==> src/rtl/rtc_pkg.sv <==
// rtl/rtc_pkg.sv - shared constants, field offsets and BCD helpers for the RTC
package rtc_pkg;

    localparam logic [3:0] SEC_L_MAX     = 4'd9;
    localparam logic [3:0] SEC_M_MAX     = 4'd5;
    localparam logic [3:0] MIN_L_MAX     = 4'd9;
    localparam logic [3:0] MIN_M_MAX     = 4'd5;
    localparam logic [3:0] HR_L_MAX      = 4'd9;
    localparam logic [3:0] HR_M_MAX      = 4'd2;
    localparam logic [3:0] HR_L_MAX_AT_2 = 4'd3;

    // Packed 24-bit time {hrm,hrl,minm,minl,secm,secl}
    localparam int T_HRM  = 20;
    localparam int T_HRL  = 16;
    localparam int T_MINM = 12;
    localparam int T_MINL = 8;
    localparam int T_SECM = 4;
    localparam int T_SECL = 0;

    // Packed 16-bit alarm {hrm,hrl,minm,minl}
    localparam int A_HRM  = 12;
    localparam int A_HRL  = 8;
    localparam int A_MINM = 4;
    localparam int A_MINL = 0;

    // True when every digit is in range and the hour is at most 23
    function automatic logic time_valid(input logic [23:0] t);
        logic [3:0] hm;
        logic [3:0] hl;
        hm = t[T_HRM +: 4];
        hl = t[T_HRL +: 4];
        return (hm <= HR_M_MAX) && (hl <= HR_L_MAX) &&
               !((hm == HR_M_MAX) && (hl > HR_L_MAX_AT_2)) &&
               (t[T_MINM +: 4] <= MIN_M_MAX) && (t[T_MINL +: 4] <= MIN_L_MAX) &&
               (t[T_SECM +: 4] <= SEC_M_MAX) && (t[T_SECL +: 4] <= SEC_L_MAX);
    endfunction

    // Value a digit counter will hold after an advance edge
    function automatic logic [3:0] bcd_next(input logic [3:0] c, input logic en,
                                            input logic wrap);
        if (wrap)
            return 4'd0;
        else if (en)
            return c + 4'd1;
        else
            return c;
    endfunction

endpackage

==> src/rtl/bcd_digit_counter.sv <==
// rtl/bcd_digit_counter.sv - one BCD digit with load, enable and dynamic limit
module bcd_digit_counter #(
    parameter logic [3:0] MAX = 4'd9
) (
    input  logic       clk,
    input  logic       rst,
    input  logic       en,
    input  logic       ld,
    input  logic [3:0] ld_val,
    input  logic [3:0] max_dyn,
    output logic [3:0] count,
    output logic       wrap
);

    logic [3:0] lim;
    logic [3:0] count_d;
    logic [3:0] count_q;

    // Effective limit: the runtime limit, never above the static one
    always_comb begin
        lim = (max_dyn > MAX) ? MAX : max_dyn;
    end

    assign wrap  = en && (count_q >= lim);
    assign count = count_q;

    // Load beats count; counting wraps to zero at the limit
    always_comb begin
        count_d = count_q;
        if (ld)
            count_d = ld_val;
        else if (en)
            count_d = wrap ? 4'd0 : count_q + 4'd1;
    end

    // Digit register
    always_ff @(posedge clk) begin
        if (!rst)
            count_q <= 4'd0;
        else
            count_q <= count_d;
    end

endmodule

==> src/rtl/rtc_bcd_alarm.sv <==
// rtl/rtc_bcd_alarm.sv - BCD real-time clock with set port, 12/24h display and alarm
module rtc_bcd_alarm
    import rtc_pkg::*;
#(
    parameter int TICK_DIV = 100000000,
    parameter int DIV_W    = $clog2(TICK_DIV)
) (
    input  logic        clk,
    input  logic        rst,
    input  logic        mode12,
    input  logic        set_en,
    input  logic [23:0] set_time,
    input  logic        alarm_wr,
    input  logic [15:0] alarm_time,
    input  logic        alarm_en,
    input  logic        alarm_ack,
    output logic [3:0]  hrm,
    output logic [3:0]  hrl,
    output logic [3:0]  minm,
    output logic [3:0]  minl,
    output logic [3:0]  secm,
    output logic [3:0]  secl,
    output logic        pm,
    output logic        sec_tick,
    output logic        alarm,
    output logic        set_err
);

    localparam logic [DIV_W-1:0] DIV_MAX = DIV_W'(TICK_DIV - 1);

    logic [DIV_W-1:0] div_d, div_q;
    logic [15:0]      alm_d, alm_q;
    logic             sec_tick_d, sec_tick_q;
    logic             alarm_d, alarm_q;
    logic             set_err_d, set_err_q;

    logic set_ok, alm_ok, tick, adv, fire;
    logic [3:0] secl_c, secm_c, minl_c, minm_c, hrl_c, hrm_c;
    logic secl_w, secm_w, minl_w, minm_w, hrl_w, hrm_w;
    logic [3:0] hrl_max;
    logic [23:0] next_time;

    assign set_ok  = set_en && time_valid(set_time);
    assign alm_ok  = alarm_wr && time_valid({alarm_time, 8'h00});
    assign tick    = (div_q == DIV_MAX);
    assign adv     = tick && !set_ok;
    assign hrl_max = (hrm_c == HR_M_MAX) ? HR_L_MAX_AT_2 : HR_L_MAX;

    bcd_digit_counter #(.MAX(SEC_L_MAX)) u_secl (
        .clk(clk), .rst(rst), .en(adv), .ld(set_ok),
        .ld_val(set_time[T_SECL +: 4]), .max_dyn(SEC_L_MAX),
        .count(secl_c), .wrap(secl_w));

    bcd_digit_counter #(.MAX(SEC_M_MAX)) u_secm (
        .clk(clk), .rst(rst), .en(secl_w), .ld(set_ok),
        .ld_val(set_time[T_SECM +: 4]), .max_dyn(SEC_M_MAX),
        .count(secm_c), .wrap(secm_w));

    bcd_digit_counter #(.MAX(MIN_L_MAX)) u_minl (
        .clk(clk), .rst(rst), .en(secm_w), .ld(set_ok),
        .ld_val(set_time[T_MINL +: 4]), .max_dyn(MIN_L_MAX),
        .count(minl_c), .wrap(minl_w));

    bcd_digit_counter #(.MAX(MIN_M_MAX)) u_minm (
        .clk(clk), .rst(rst), .en(minl_w), .ld(set_ok),
        .ld_val(set_time[T_MINM +: 4]), .max_dyn(MIN_M_MAX),
        .count(minm_c), .wrap(minm_w));

    bcd_digit_counter #(.MAX(HR_L_MAX)) u_hrl (
        .clk(clk), .rst(rst), .en(minm_w), .ld(set_ok),
        .ld_val(set_time[T_HRL +: 4]), .max_dyn(hrl_max),
        .count(hrl_c), .wrap(hrl_w));

    bcd_digit_counter #(.MAX(HR_M_MAX)) u_hrm (
        .clk(clk), .rst(rst), .en(hrl_w), .ld(set_ok),
        .ld_val(set_time[T_HRM +: 4]), .max_dyn(HR_M_MAX),
        .count(hrm_c), .wrap(hrm_w));

    // Time the counters will hold after this edge if it is an advance
    always_comb begin
        next_time = {bcd_next(hrm_c, hrl_w, hrm_w),
                     bcd_next(hrl_c, minm_w, hrl_w),
                     bcd_next(minm_c, minl_w, minm_w),
                     bcd_next(minl_c, secm_w, minl_w),
                     bcd_next(secm_c, secl_w, secm_w),
                     bcd_next(secl_c, adv, secl_w)};
        fire = adv && alarm_en && (next_time == {alm_q, 8'h00});
    end

    // Prescaler, alarm register, flags: next-state
    always_comb begin
        div_d = div_q + DIV_W'(1);
        if (set_ok || tick)
            div_d = '0;
        alm_d = alm_ok ? alarm_time : alm_q;
        alarm_d = alarm_q;
        if (fire)
            alarm_d = 1'b1;
        else if (alarm_ack)
            alarm_d = 1'b0;
        sec_tick_d = adv;
        set_err_d  = (set_en && !set_ok) || (alarm_wr && !alm_ok);
    end

    // State registers
    always_ff @(posedge clk) begin
        if (!rst) begin
            div_q      <= '0;
            alm_q      <= 16'h0000;
            alarm_q    <= 1'b0;
            sec_tick_q <= 1'b0;
            set_err_q  <= 1'b0;
        end else begin
            div_q      <= div_d;
            alm_q      <= alm_d;
            alarm_q    <= alarm_d;
            sec_tick_q <= sec_tick_d;
            set_err_q  <= set_err_d;
        end
    end

    assign sec_tick = sec_tick_q;
    assign alarm    = alarm_q;
    assign set_err  = set_err_q;
    assign minm     = minm_c;
    assign minl     = minl_c;
    assign secm     = secm_c;
    assign secl     = secl_c;

    // Hour display: 24h pass-through or 12h remap of the stored hour
    always_comb begin
        hrm = hrm_c;
        hrl = hrl_c;
        pm  = (hrm_c == 4'd2) || ((hrm_c == 4'd1) && (hrl_c >= 4'd2));
        if (mode12) begin
            if ((hrm_c == 4'd0) && (hrl_c == 4'd0)) begin
                hrm = 4'd1;
                hrl = 4'd2;
            end else if ((hrm_c == 4'd1) && (hrl_c >= 4'd3)) begin
                hrm = 4'd0;
                hrl = hrl_c - 4'd2;
            end else if ((hrm_c == 4'd2) && (hrl_c <= 4'd1)) begin
                hrm = 4'd0;
                hrl = hrl_c + 4'd8;
            end else if (hrm_c == 4'd2) begin
                hrm = 4'd1;
                hrl = hrl_c - 4'd2;
            end
        end
    end

endmodule

==> config.mk <==
export PLATFORM = sky130hd
export DESIGN_NAME = rtc_bcd_alarm
export DESIGN_NICKNAME = d
export VERILOG_FILES = /design/src/rtl/rtc_pkg.sv /design/src/rtl/bcd_digit_counter.sv /design/src/rtl/rtc_bcd_alarm.sv
export SDC_FILE = /design/constraint.sdc
export NUM_CORES = 1
export LEC_CHECK = 0
export CAP_MARGIN = 20
export CORE_AREA = 5 5 101 103
export DETAILED_ROUTE_END_ITERATION = 16
export DIE_AREA = 0 0 106 108
export MAX_ROUTING_LAYER = met4
export PLACE_DENSITY = 0.73
export SLEW_MARGIN = 20
export SYNTH_ARGS = -nofsm -noshare
export SYNTH_HDL_FRONTEND = slang
export SYNTH_SLANG_ARGS = --single-unit
==> constraint.sdc <==
create_clock -name clk -period 2.9 [get_ports clk]
set_input_delay 0.725 -clock clk [delete_from_list [all_inputs] [get_ports clk]]
set_output_delay 0.725 -clock clk [all_outputs]
set_load 0.02 [all_outputs]
==> flow_summary_export.csv, run 1 <==
group,metric,value,unit
worst_setup_path,crit_type,"reg -> out",
logic_synthesis,syn_nets,584,
floorplan,die-area,11450,um^2
worst_setup_path,path_cells,"inv_2 -> ha_2 -> nand2_1 -> ha_4 -> a21oi_1 -> o32ai_1 -> a21oi_1 -> dlygate4sd2_1",
global_route,grt_first_pass_wirelength,19740,um
logic_synthesis,synth_edf_count,0,
worst_setup_path,ff2ff_path_depth,13,
clocking,cts_hold_buf,0,
finish,fill_cells,710,
timing,finalMaxSlewViolations,0,
clocking,cts.path.max_buffers,2,
power_and_ir_drop,vdd.ir_drop.worst,0.0003062,V
worst_setup_path,start_kind,"flip-flop",
finish,nNetsFinal,714,
clocking,cts_tree,"done",
timing,period_share,98.38,%
logic_synthesis,ys_seq_area_share,32.67,%
clocking,cts_inserted_buffers,9,
global_route,grt_usage,21.69,%
clocking,clock-sinks,70,
timing,hold_viol_final,0,
finish,multiInputGateArea,2840,um^2
worst_setup_path,timing.rr.start,"u_hrm.count[0]$_SDFFE_PN0P_",
finish,drive_gt1_share,19.63,%
floorplan,io_pins,75,
global_route,antenna_found_initial,0,
worst_setup_path,worst-r2r-setup-slack,0.19,ns
worst_setup_path,cp_num_buf_inv,2,
logic_synthesis,ys_ff_latch,70,
global_route,grt_pass1_vias,4222,
timing,finClkSkew,0.007861,ns
worst_setup_path,cpMostUsedCell,"a21oi_1",
min_path,whs_path_depth,1,
worst_setup_path,required,2.17,ns
clocking,root_buffer,"clkbuf_8",
timing,relSlewSlack,60.69,%
finish,fin_util,65.60,%
floorplan,start_util,47.09,%
worst_setup_path,worst_setup_path_end_kind,"primary output",
worst_setup_path,crit_start,"u_hrm.count[0]$_SDFFE_PN0P_",
flow_run,maxCapViolations,0,
worst_setup_path,crit_path_max_incr_delay,0.35,ns
logic_synthesis,synth_area_leaders,"dfxtp_1 (33%), ha_1 (7.3%), xor2_1 (4.3%), nor2_1 (4.0%), nand3_1 (3.6%)",
routing,avgViaCountPerCell,5.682,
power_and_ir_drop,cellLeakagePower,2.550,nW
timing,tightest_slew,0.5847,ns
timing,fin_setup_tns,0,ns
logic_synthesis,yosysWarnings,0,
min_path,worstHoldStart,"div_q[0]$_SDFF_PP0_",
worst_setup_path,cp_slowest_cell,"dfxtp_2",
placed_design,port_buffers,74,
logic_synthesis,synth_flop_cell,"dfxtp_1",
placed_design,dpl-instance-area,5587,um^2
floorplan,core,9109,um^2
global_route,grt_overflow_total,0,
worst_setup_path,cp_data_arrival_time,2.13,ns
timing,max_clock_freq,350.5,MHz
logic_synthesis,post-synth-top-count-cell,"dfxtp_1",
placed_design,post-place-ws,-0.6953,ns
power_and_ir_drop,p_per_area,333.5,nW/um^2
power_and_ir_drop,p_total,1.993,mW
global_route,grt_max_degree,41,
logic_synthesis,synth.avg_cell_area,8.377,um^2
finish,area_growth,39.32,%
worst_setup_path,r2r-end,"alarm$_SDFFE_PN0P_",
routing,drtPass1Iterations,5,
clocking,clock_latency,0.36,ns
timing,finalSetupViolCount,0,
placed_design,gp_congestion,0.9436,
floorplan,die_h,108,um
timing,period_needed,2.853,ns
clocking,htree_num_levels,3,
logic_synthesis,netlist.top_cell.by_area,"dfxtp_1",
finish,final_area,5976,um^2
routing,antenna_left,0,
worst_setup_path,crit_family,"adder cells",
routing,drc_errors,0,
finish,regArea,1406,um^2
placed_design,dpl.hpwl,9395,um
routing,drt_iter0_drc,176,
timing,worst_slack,0.04706,ns
logic_synthesis,netlist.area_leader.share,32.67,%
finish,n_antenna_cell,0,
logic_synthesis,postSynth.asyncResetShare,0,%
floorplan,core.rowCount,35,
routing,vias,4307,
min_path,min_to,"div_q[0]$_SDFF_PP0_",
worst_setup_path,worstPathMaxFanout,4,
logic_synthesis,synth_cells,512,
min_path,min_path_type,"reg -> reg",
clocking,cts.reportedPaths.clkPinSlew,0.08,ns
logic_synthesis,synth_area,4289,um^2
routing,wire_per_inst,16.09,um
routing,totalWireLength,12190,um
floorplan,die_w,106,um
logic_synthesis,synth_common_cells,"dfxtp_1 (70), nor2_1 (46), nand2_1 (40)",
logic_synthesis,synth_cell_type_count,65,
outcome,status,"finished clean",
[area by class of cell]
class / instances / area share (%)
multi-input cells: 391 / 47.53
well taps: 111 / 2.324
clock buffers: 9 / 2.073
flip-flops and latches: 70 / 23.53
clock inverters: 7 / 1.340
repair buffers: 143 / 21.50
inverters: 27 / 1.696
[layer usage]
layer	vias to the layer above	track usage (%)	wire [um]	part of all wire, %
met5	-	-	0	0
met4	0	6.475	240	2.0
met3	28	3.940	634	5.2
met2	137	37.34	5996	49
met1	2041	26.02	5322	44
li1	2101	-	-	-
[registers in the layout (all words and copies together) (netlist names)]
signal,flops
u_minl.count,4
u_hrl.count,4
sec_tick,1
alm_q,16
u_secm.count,4
alarm,1
u_secl.count,4
u_minm.count,4
set_err,1
u_hrm.count,4
div_q,27
[report_power, final]
group	switching (mW)	total, mW	internal, mW
sequential	0.00851	0.977	0.968
clock	0.420	0.827	0.407
combinational	0.0781	0.189	0.110
[placed cells by master, fill, tap and decap left out, types with 7 or more instances in the layout]
cell,n
xnor2_1,16
xor2_1,21
clkdlybuf4s50_1,51
and3_1,8
a21oi_1,16
o21ai_0,15
dlymetal6s2s_1,12
nor2_1,46
nand2_1,40
o211ai_1,9
o211a_1,13
inv_1,23
mux2i_1,15
clkbuf_8,9
and2_1,7
buf_4,66
nand3_1,29
dfxtp_1,66
nand4_1,11
nor2b_1,15
ha_1,22
[cell families (layout without fill, tap and decap cells)]
logic type      count (synthesis)  in the layout  synth area share, %
compound gates                111            111                19.20
xor+xnor                       37             37                7.555
buf+inv                        51            186                4.638
fa+ha+maj                      25             25                7.293
flops                          70             70                32.67
mux                            16             16                3.763
simple gates                  202            202                24.88
[worst max-delay path by stage]
stage,endpoint,slack [ns],cells past startpoint
2_1_floorplan,alarm$_SDFFE_PN0P_,0.02,10
3_3_place_gp,alarm$_SDFFE_PN0P_,-0.66,10
3_5_place_dp,alarm$_SDFFE_PN0P_,-0.70,10
4_1_cts,alarm$_SDFFE_PN0P_,0.0002,11
5_1_grt,alarm$_SDFFE_PN0P_,-0.03,12
6_report,hrl[1],0.05,8
[metrics by stage]
step	hold WS (ns)	std cells
final	0.4381	758
after detailed placement	0.4477	740
after floorplan	0.4260	512
after CTS	0.4654	756
after global routing	0.4582	758
after global placement	0.4413	740
[what timing repair did]
action | CTS | global route
pin swaps | 7 | 13
buffers inserted | 0 | 2
endpoints found under the setup margin | 11 | 7
gates resized for setup | 34 | 40
Power figures use the tool's default switching activity.
==> run 2, diff against run 1 <==
==> constraint.sdc (replaced) <==
create_clock -name clk -period 2.9 [get_ports clk]
set_input_delay 0.725 -clock clk [delete_from_list [all_inputs] [get_ports clk]]
set_output_delay 0.725 -clock clk [all_outputs]
set_load 0.01 [all_outputs]
==> run 2 against run 1 <==
  * Clock skew is 0.0032 ns higher
  * Final cell count is 0.13% higher
  * First-iteration DRC count is 7.4% higher
  * Routed wire length is 1.3% higher
==> flow_summary_export.csv, run 2 (synthesis gave the netlist of run 1 again) <==
group,metric,value,unit
outcome,status,"finished clean",
routing,totalWireLength,12350,um
global_route,grt_first_pass_wirelength,19690,um
finish,final_area,5996,um^2
floorplan,core,9109,um^2
routing,drt_iter0_drc,189,
power_and_ir_drop,pwr-share-clk,37.4,%
power_and_ir_drop,p_int,1.386,mW
worst_setup_path,cp_data_arrival_time,2.11,ns
worst_setup_path,worstPathMaxFanout,3,
timing,finalMaxSlewViolations,0,
min_path,whs_path_depth,1,
clocking,cts_inserted_buffers,9,
placed_design,dpl-instance-area,5587,um^2
routing,vias,4237,
global_route,grt_usage,21.55,%
worst_setup_path,cpMostUsedCell,"a21oi_1",
finish,area_growth,39.79,%
clocking,cts.path.max_buffers,2,
power_and_ir_drop,combinationalPowerShare,10.1,%
finish,final_common_cell,"dfxtp_1",
timing,period_needed,2.830,ns
flow_run,maxCapViolations,0,
timing,finClkSkew,0.01109,ns
timing,period_share,97.60,%
global_route,grt_overflow_total,0,
worst_setup_path,cp_slowest_cell,"ha_1",
clocking,htree_num_levels,3,
timing,hold_viol_final,0,
global_route,grt_max_degree,41,
worst_setup_path,path_cells,"inv_1 -> ha_2 -> nand2_1 -> ha_1 -> a21oi_1 -> o32ai_1 -> a21oi_1 -> dlygate4sd2_1",
global_route,grt_pass1_vias,4074,
finish,final_cell_mix,"dfxtp_1 (67), buf_4 (66), clkdlybuf4s50_1 (51), nor2_1 (45), nand2_1 (40)",
worst_setup_path,start_kind,"flip-flop",
timing,max_clock_freq,353.3,MHz
timing,worst_slack,0.06965,ns
routing,drc_errors,0,
floorplan,die_w,106,um
floorplan,core.rowCount,35,
timing,fin_setup_tns,0,ns
power_and_ir_drop,vdd.ir_drop.worst,0.0003554,V
min_path,min_path_type,"reg -> reg",
finish,reg_top3,"div_q: 27 flops, alm_q: 16 flops",
clocking,clock-sinks,70,
clocking,clock_latency,0.34,ns
worst_setup_path,required,2.17,ns
finish,drive_gt1_share,18.83,%
global_route,antenna_found_initial,0,
worst_setup_path,crit_path_max_incr_delay,0.34,ns
routing,avgViaCountPerCell,5.582,
finish,fill_cells,768,
floorplan,die-area,11450,um^2
routing,antenna_left,0,
power_and_ir_drop,swShare,25.35,%
worst_setup_path,ff2ff_path_depth,13,
finish,largest_reg_flops,27,
floorplan,die_h,108,um
finish,fin_util,65.82,%
finish,nNetsFinal,715,
placed_design,port_buffers,74,
clocking,cts.reportedPaths.clkPinSlew,0.08,ns
timing,finalSetupViolCount,0,
routing,drtPass1Iterations,4,
worst_setup_path,crit_type,"reg -> out",
power_and_ir_drop,seqPwrFrac,52.5,%
placed_design,gp_congestion,0.9451,
clocking,cts_hold_buf,0,
power_and_ir_drop,p_per_area,309.8,nW/um^2
clocking,cts_tree,"done",
routing,wire_per_inst,16.27,um
power_and_ir_drop,p_sw,0.4707,mW
finish,n_antenna_cell,0,
timing,relSlewSlack,59.80,%
clocking,root_buffer,"clkbuf_8",
floorplan,start_util,47.09,%
finish,max_flop_register,"div_q",
floorplan,io_pins,75,
timing,rsz0062_at_grt,"yes",
placed_design,post-place-ws,-0.7378,ns
timing,tightest_slew,0.5975,ns
power_and_ir_drop,cellLeakagePower,2.608,nW
placed_design,dpl.hpwl,9339,um
worst_setup_path,worst_setup_path_end_kind,"primary output",
-- run 2: area by class of cell --
| type | instances | area (um^2) | share of cell area, % |
|---|---|---|---|
| timing repair buffer | 144 | 1333 | 22.22 |
| clock buffer | 10 | 127.6 | 2.129 |
| tap | 111 | 138.9 | 2.316 |
| inverter | 27 | 101.3 | 1.690 |
| multi-input combinational | 391 | 2846 | 47.47 |
| clock inverter | 6 | 38.79 | 0.6469 |
| sequential | 70 | 1410 | 23.52 |
-- run 2: worst paths after layout --
kind	slack (ns)	from	to
worst min register to register	0.44	div_q[0]$_SDFF_PP0_	div_q[0]$_SDFF_PP0_
worst max-delay path	0.07	u_hrm.count[0]$_SDFFE_PN0P_	hrl[1]
worst min-delay path	0.44	div_q[0]$_SDFF_PP0_	div_q[0]$_SDFF_PP0_
worst max register to register	0.13	u_hrm.count[0]$_SDFFE_PN0P_	alarm$_SDFFE_PN0P_
-- run 2: layer usage --
layer	vias to the layer above	part of all wire [%]	track usage, %
met5	-	0	-
met1	2024	45	27.66
li1	2097	-	-
met4	0	1.1	4.533
met2	105	50	36.25
met3	11	4.4	3.284
-- run 2: per-stage QoR --
step,hold WS [ns],std cells,power [mW]
5_1_grt,0.4731,759,1.924
6_report,0.4386,759,1.857
3_5_place_dp,0.4682,740,1.182
4_1_cts,0.4852,756,1.868
2_1_floorplan,0.4260,512,1.057
3_3_place_gp,0.4417,740,1.179
-- run 2: power groups by stage --
stage                     logic, mW  registers [mW]  clock network [mW]
after floorplan              0.0583           0.999                   0
after global placement        0.180           0.999                   0
after detailed placement      0.183           0.999                   0
after CTS                     0.185           0.976               0.708
after global routing          0.200           0.976               0.747
final                         0.187           0.975               0.695
-- run 2: repair_timing --
item | in CTS | in global routing
endpoints found under the setup margin | 14 | 7
pin swaps | 2 | 16
setup buffers | 0 | 3
gates resized for setup | 19 | 53
-- run 2: critical path: cells and delay by family (launching register included) --
| family | cells | cell delay (ns) |
|---|---|---|
| compound gates | 3 | 0.41 |
| buf+inv | 2 | 0.41 |
| simple gates | 1 | 0.09 |
| fa+ha+maj | 2 | 0.55 |
| flops | 1 | 0.31 |
